`config.mk`:
```
export PLATFORM = sky130hd
export DESIGN_NAME = binary_sub_8_serial_flat
export DESIGN_NICKNAME = d
export VERILOG_FILES = /design/src/rtl/binary_sub_8_serial_pkg.sv /design/src/rtl/binary_sub_8_serial_if.sv /design/src/rtl/binary_sub_8_serial_fa_bit.sv /design/src/rtl/binary_sub_8_serial.sv /design/src/flat_wrapper.sv
export SDC_FILE = /design/constraint.sdc
export NUM_CORES = 1
export LEC_CHECK = 0
export BUFFER_PORTS_ARGS = -buffer_cell sky130_fd_sc_hd__buf_4
export CORE_ASPECT_RATIO = 1.1
export CORE_UTILIZATION = 45
export DETAILED_ROUTE_END_ITERATION = 8
export PLACE_DENSITY = 0.67
export SYNTH_ARGS = -nofsm -noshare
export SYNTH_HDL_FRONTEND = slang
export SYNTH_SLANG_ARGS = --single-unit
export TNS_END_PERCENT = 50
```
`constraint.sdc`:
```
create_clock -name clk -period 1.7 [get_ports clk]
set_input_delay 0.425 -clock clk [delete_from_list [all_inputs] [get_ports clk]]
set_output_delay 0.425 -clock clk [all_outputs]
set_load 0.05 [all_outputs]
```
`src/rtl/binary_sub_8_serial_pkg.sv`:
```
// Shared constants for the bit-serial subtractor.
// State encoding and counter sizing live here.
package binary_sub_8_serial_pkg;

  localparam int WIDTH_DEF = 8;

  function automatic int cnt_w(input int w);
    return $clog2(w);
  endfunction

  localparam int CNT_W = cnt_w(WIDTH_DEF);

  localparam logic [0:0] ST_IDLE = 1'b0;
  localparam logic [0:0] ST_RUN  = 1'b1;

endpackage

```
`src/rtl/binary_sub_8_serial_if.sv`:
```
// Start/busy/done bundle between requester and
// the bit-serial subtractor.
interface binary_sub_8_serial_if
  import binary_sub_8_serial_pkg::*;
#(
  parameter int WIDTH = WIDTH_DEF
);

  logic             en;
  logic             start;
  logic [WIDTH-1:0] A;
  logic [WIDTH-1:0] B;
  logic [WIDTH-1:0] D;
  logic             borrow;
  logic             busy;
  logic             done;

  modport master (
    output en, start, A, B,
    input  D, borrow, busy, done
  );

  modport slave (
    input  en, start, A, B,
    output D, borrow, busy, done
  );

endinterface

```
`src/rtl/binary_sub_8_serial_fa_bit.sv`:
```
// One-bit full adder, shared with the
// parallel adders of the datapath.
module fa_bit (
  input  logic a_i,
  input  logic b_i,
  input  logic cin_i,
  output logic sum_o,
  output logic cout_o
);

  assign sum_o  = a_i ^ b_i ^ cin_i;
  assign cout_o = (a_i & b_i) | (a_i & cin_i) | (b_i & cin_i);

endmodule

```
`src/rtl/binary_sub_8_serial.sv`:
```
// Bit-serial subtractor D = A - B, LSB first,
// built as A + ~B + 1 through a single full adder.
module binary_sub_8_serial
  import binary_sub_8_serial_pkg::*;
#(
  parameter int WIDTH = WIDTH_DEF
) (
  input logic clk,
  input logic rst_n,
  binary_sub_8_serial_if.slave bus
);

  localparam int CW = cnt_w(WIDTH);

  logic [0:0]       state_q, state_d;
  logic [WIDTH-1:0] a_sh_q, a_sh_d;
  logic [WIDTH-1:0] b_sh_q, b_sh_d;
  logic [WIDTH-1:0] r_sh_q, r_sh_d;
  logic [WIDTH-1:0] d_q, d_d;
  logic [CW-1:0]    cnt_q, cnt_d;
  logic             carry_q, carry_d;
  logic             borrow_q, borrow_d;
  logic             done_q, done_d;
  logic             s, cout;

  fa_bit u_fa (
    .a_i    (a_sh_q[0]),
    .b_i    (b_sh_q[0]),
    .cin_i  (carry_q),
    .sum_o  (s),
    .cout_o (cout)
  );

  always_comb begin
    state_d  = state_q;
    a_sh_d   = a_sh_q;
    b_sh_d   = b_sh_q;
    r_sh_d   = r_sh_q;
    d_d      = d_q;
    cnt_d    = cnt_q;
    carry_d  = carry_q;
    borrow_d = borrow_q;
    done_d   = done_q;
    if (bus.en) begin
      done_d = 1'b0;
      unique case (1'b1)
        (state_q == ST_IDLE): begin
          if (bus.start) begin
            a_sh_d  = bus.A;
            b_sh_d  = ~bus.B;
            carry_d = 1'b1;
            cnt_d   = '0;
            r_sh_d  = '0;
            state_d = ST_RUN;
          end
        end
        (state_q == ST_RUN): begin
          carry_d = cout;
          r_sh_d  = {s, r_sh_q[WIDTH-1:1]};
          a_sh_d  = a_sh_q >> 1;
          b_sh_d  = b_sh_q >> 1;
          cnt_d   = cnt_q + CW'(1);
          // carry out of the MSB is the inverted borrow
          if (cnt_q == CW'(WIDTH-1)) begin
            d_d      = {s, r_sh_q[WIDTH-1:1]};
            borrow_d = ~cout;
            done_d   = 1'b1;
            state_d  = ST_IDLE;
          end
        end
      endcase
    end
  end

  always_ff @(posedge clk or negedge rst_n) begin
    if (!rst_n) begin
      state_q  <= ST_IDLE;
      a_sh_q   <= '0;
      b_sh_q   <= '0;
      r_sh_q   <= '0;
      d_q      <= '0;
      cnt_q    <= '0;
      carry_q  <= 1'b0;
      borrow_q <= 1'b0;
      done_q   <= 1'b0;
    end else begin
      state_q  <= state_d;
      a_sh_q   <= a_sh_d;
      b_sh_q   <= b_sh_d;
      r_sh_q   <= r_sh_d;
      d_q      <= d_d;
      cnt_q    <= cnt_d;
      carry_q  <= carry_d;
      borrow_q <= borrow_d;
      done_q   <= done_d;
    end
  end

  assign bus.D      = d_q;
  assign bus.borrow = borrow_q;
  assign bus.done   = done_q;
  assign bus.busy   = (state_q == ST_RUN);

endmodule

```
`src/flat_wrapper.sv`:
```
// flat-port wrapper written by rule: the top's interface ports become plain ports
module binary_sub_8_serial_flat import binary_sub_8_serial_pkg::*;
#(
  parameter int WIDTH = WIDTH_DEF
)
  (clk, rst_n, bus_en, bus_start, bus_A, bus_B, bus_D, bus_borrow, bus_busy, bus_done);
  binary_sub_8_serial_if #(.WIDTH(WIDTH)) bus_i ();
  input logic clk;
  input logic rst_n;
  input wire logic [$bits(bus_i.en)-1:0] bus_en;
  input wire logic [$bits(bus_i.start)-1:0] bus_start;
  input wire logic [$bits(bus_i.A)-1:0] bus_A;
  input wire logic [$bits(bus_i.B)-1:0] bus_B;
  output wire logic [$bits(bus_i.D)-1:0] bus_D;
  output wire logic [$bits(bus_i.borrow)-1:0] bus_borrow;
  output wire logic [$bits(bus_i.busy)-1:0] bus_busy;
  output wire logic [$bits(bus_i.done)-1:0] bus_done;
  assign bus_i.en = bus_en;
  assign bus_i.start = bus_start;
  assign bus_i.A = bus_A;
  assign bus_i.B = bus_B;
  assign bus_D = bus_i.D;
  assign bus_borrow = bus_i.borrow;
  assign bus_busy = bus_i.busy;
  assign bus_done = bus_i.done;
  binary_sub_8_serial #(.WIDTH(WIDTH)) u_core (.clk(clk), .rst_n(rst_n), .bus(bus_i));
endmodule
```
Word-level counts from Yosys, hierarchy flattened
Index checks and enable logic that the tools add are counted.
Operators by class
  $add $sub $neg: 1
  equal/unequal tests: 2
  multiplexer cells: 15
  bitwise logic cells: 10
  reduce and logical (&&, ||, !) cells: 2
Operator list (number)
  $pmux W8 S2: 3
  $mux W8: 3
  $not A8 Y8: 1
  $pmux W3 S2: 1
  $mux W1: 5
  $pmux W1 S2: 2
  $add A3 B1 Y3 const B: 1
  $and A1 B1 Y1: 3
  $eq A3 B3 Y1 const B: 1
  $mux W3: 1
  $reduce_and A3 Y1: 1
  $ne A2 B2 Y1 const B: 1
  $not A1 Y1: 2
  $or A1 B1 Y1: 2
  $reduce_and A2 Y1: 1
  $xor A1 B1 Y1: 2
Word-level totals
  register bits after elaboration: 39
  input bits: 20
  output and inout port bits: 11
  logic and storage cells: 39

Depth between registers and ports, before layout
  word-level depth: 4
  depth in mapped cells: 6

Hierarchy
A second synthesis with hierarchy kept.
Unflattened totals
  cell total of the unflattened synthesis: 141
  area total of the unflattened synthesis: 1659.1 µm²
By module, submodules not included
  binary_sub_8_serial: times used 1, cells an instance 140, area each 1639.1 µm²
  fa_bit: times used 1, cells an instance 1, area each 20.0 µm²

Worst setup path before layout
OpenSTA, ideal clock, no wires.
  kind: flip-flop to flip-flop
  from: register u_core.state_q (netlist: u_core.bus.busy)
  to: register u_core.b_sh_q[0]
  setup time: 0.137 ns
  arrival time: 1.325 ns
  data required time: 1.563 ns
  path slack: 0.238 ns
  cell stages (with the launch flop): 6
  cells stage by stage: dfrtp_1 buf_4 nand2_1 buf_4 o22ai_1 a21oi_1
Between the ends
  longest elaborated chain between the ends: 3
  elaborated cells between the ends (all ways): 4
  those cells by class: 1 x eq/ne; 1 x mux; 1 x bitwise; 1 x reduce/logical
RTL lines
  start, declared: RTL line binary_sub_8_serial.sv:15  | logic [0:0] state_q, state_d;
  start signal, assigned: RTL line binary_sub_8_serial.sv:87  | state_q <= state_d;
  $not A1 Y1: RTL line binary_sub_8_serial.sv:47  | (state_q == ST_IDLE): begin
  $ne A2 B2 Y1 (no line)
  $reduce_and A2 Y1 (no line)
  end signal, assigned: RTL line binary_sub_8_serial.sv:89  | b_sh_q <= b_sh_d;
  end, declared: RTL line binary_sub_8_serial.sv:17  | logic [WIDTH-1:0] b_sh_q, b_sh_d;
Parallel ways exist; a longest one is shown, timed or not.
A chain may end at the register's enable or synchronous reset.

Final worst setup path
  from: register u_core.state_q (netlist: u_core.bus.busy)
  to: output bus_busy
RTL lines
  end, declared: RTL line flat_wrapper.sv:16  | output wire logic [$bits(bus_i.busy)-1:0] bus_busy;
No word-level cell between the ends.

==> impl_metrics.py <==
metrics = {
    "die": {
        "num_rows": 22,
        "core_area_um2": 3440,
        "die_h_um": 65.9,
        "die_w_um": 60.1,
        "dieArea_um2": 3960,
        "start_util_pct": 48.5,
        "ioPinCount": 31,
    },
    "timing": {
        "hold_viol": 0,
        "tightest_slew_ns": 0.463,
        "setup_viol": 0,
        "period_minus_slack_ns": 1.57,
        "max_clock_freq_ghz": 0.638,
        "grt_setup_unrepaired": "false",
        "maxSlewViolCount": 0,
        "tns_ns": 0,
        "skew_ns": 0.00900,
        "finalCritPeriodShare_pct": 92.2,
        "max_slew_margin_pct": 69.1,
    },
    "cts": {
        "clk_latency_ns": 0.35,
        "cts.hold.buffers_added": 0,
        "cts_resized": 0,
        "clk_path_buf_depth": 2,
        "numCtsBuffers": 5,
        "clkSinkCount": 38,
        "tritoncts": "done",
        "cts_root_buffer": "clkbuf_4",
        "cts_setup_buffers": 0,
        "clk_pin_slew_ns": 0.11,
        "htree_levels": 2,
    },
    "yosys": {
        "synth-xor-area-share_pct": 0,
        "synth_compound_area_share_pct": 24.2,
        "yosys_warnings": 0,
        "ys_ff_latch": 38,
        "synthSimpleGateAreaFrac_pct": 4.80,
        "synthAdderAreaFrac_pct": 2.70,
        "netlist_area_um2": 1670,
        "yosysMostFrequentCell": "dfrtp_1",
        "synth.area.top_cells": "dfrtp_1 57%, o22ai_1 5.6%, mux2_2 5.4%",
        "synth_top_area_share_pct": 57.0,
        "synth_edf_count": 0,
        "synth_area_per_cell_um2": 11.5,
        "ys_types": 24,
        "synth_top_family_by_area": "compound AO/OA/AOI/OAI gates",
        "synthCells": 145,
        "syn_nets": 168,
        "ys_seq_area_share_pct": 57.0,
        "synthArstFlopShare_pct": 100,
        "ys_top_cells_by_count": "38 x dfrtp_1, 15 x a21oi_1, 15 x o22ai_1, 8 x a22o_1, 8 x mux2_2",
        "yosysTopAreaCell": "dfrtp_1",
        "muxShareOfSynthArea_pct": 5.40,
        "synth_ff_type": "dfrtp_1",
    },
    "hold_path": {
        "min_path_type": "in2async",
    },
    "setup_path": {
        "cp_max_fo": 8,
        "cp_top_family": "flip-flops",
        "cpPeakStageDelay_ns": 0.53,
        "cp-end-kind": "primary output",
        "arrival_ns": 1.14,
        "cp-start-kind": "register",
        "crit_required_ns": 1.27,
        "crit_chain": "buf_4",
        "cp_slowest_cell": "dfrtp_1",
        "worstSetupPathType": "reg2out",
        "crit_buf_inv": 1,
    },
    "global_routing": {
        "antenna_found_initial": 0,
        "grt_pass1_vias": 1217,
        "grt_pass1_wl_um": 5460,
        "overflow": 0,
        "grt_start_max_net_pins": 39,
        "grtUsageTotal_pct": 19.0,
    },
    "detailed_routing": {
        "ant_nets": 0,
        "vias": 1226,
        "first_iter_violations": 42,
        "post_drt_wl_per_cell_um": 14.6,
        "routed_via_density": 5.45,
        "drcViolationCount": 0,
        "wirelength_um": 3280,
        "first_pass_iters": 4,
    },
    "power_and_ir_drop": {
        "ir_worst_vdd_v": 0.000719,
        "p_leak_nw": 0.920,
        "powerDensity_nw_per_um2": 1700,
        "power_mw": 3.36,
    },
    "placement": {
        "dp_hpwl_um": 2300,
        "portBuffers": 30,
        "dpl-instance-area_um2": 1920,
        "dp_cells": 217,
        "place_congestion": 0.716,
    },
    "cells_and_area": {
        "syn2layout_area_growth_pct": 18.6,
        "finalNetCount": 199,
        "diodes": 0,
        "final_cells": 225,
        "final_area_um2": 1980,
        "layout-drive-gt1-share_pct": 28.8,
    },
    "flow_run": {
        "max-cap-violations": 0,
    },
    "run_status": {
        "status": "complete, no violations",
    },
}
cells by family after synthesis:
kind of cell | count (synthesis)
AO/OA/AOI/OAI | 61
flip-flops | 38
buffers and inverters | 18
AND/OR/NAND/NOR | 17
multiplexers | 8
adder cells (fa/ha/maj) | 3
cell usage in the layout (no fill, tap or decap), types with 6 or more instances in the layout:
master,instances
buf_4,35
o22ai_1,15
a22o_1,8
nor2_1,7
o21ai_0,7
dfrtp_1,38
inv_1,7
a21oi_1,15
o21a_1,6
mux2_2,8
layout make-up:
cell class	instances	area, um^2
fill	307	1460
sequential	38	951
multi-input combinational	89	619
timing repair buffer	35	263
tap	48	60.1
clock buffer	7	55.1
inverter	7	26.3
clock inverter	1	5.00
power breakdown:
group | switching (mW) | total, mW | leakage [nW] | internal [mW]
logic | 0.748 | 1.31 | 0.426 | 0.562
registers | 0.284 | 1.57 | 0.459 | 1.28
clock network | 0.285 | 0.485 | 0.0353 | 0.200
total | 1.32 | 3.36 | 0.920 | 2.04
state kept, by name, summed over array words and instances, names as in the netlist:
register / count
u_core.bus.busy: 1
u_core.a_sh_q: 8
u_core.r_sh_q: 7
u_core.b_sh_q: 8
u_core.cnt_q: 3
u_core.carry_q: 1
u_core.bus.D: 8
u_core.bus.borrow: 1
u_core.bus.done: 1
metal layers:
layer  vias up  share of wire, %  global-route usage, %  wire [um]
li1        591                 -                      -          -
met1       601                45                   22.9       1460
met2        28                50                   32.4       1630
met3         6               4.0                   4.11        131
met4         0               1.8                   7.85         58
met5         -                 0                      0          0
worst paths after layout:
| path | slack (ns) | cells past startpoint | to | start |
|---|---|---|---|---|
| min reg2reg | 0.51 | 1 | u_core.r_sh_q[1] | u_core.r_sh_q[1] |
| min | 0.03 | 1 | u_core.r_sh_q[7] | rst_n |
| max | 0.13 | 1 | bus_busy | u_core.bus.busy |
| max reg2reg | 0.18 | 4 | u_core.bus.D[2] | u_core.cnt_q[0] |
| min in group clk | 0.33 | 2 | u_core.b_sh_q[7] | bus_en |
| max in group asynchronous | 1.35 | 1 | u_core.b_sh_q[4] | rst_n |
metrics by stage:
stage	utilization [%]	hold slack, ns	setup WS (ns)
2_1_floorplan	-	0.129	0.238
3_3_place_gp	55.8	0.406	0.245
3_5_place_dp	55.8	0.411	0.178
4_1_cts	57.5	0.0330	0.115
5_1_grt	57.5	0.0410	0.0651
6_report	57.5	0.0277	0.133
(Power assumes the default switching activity.)
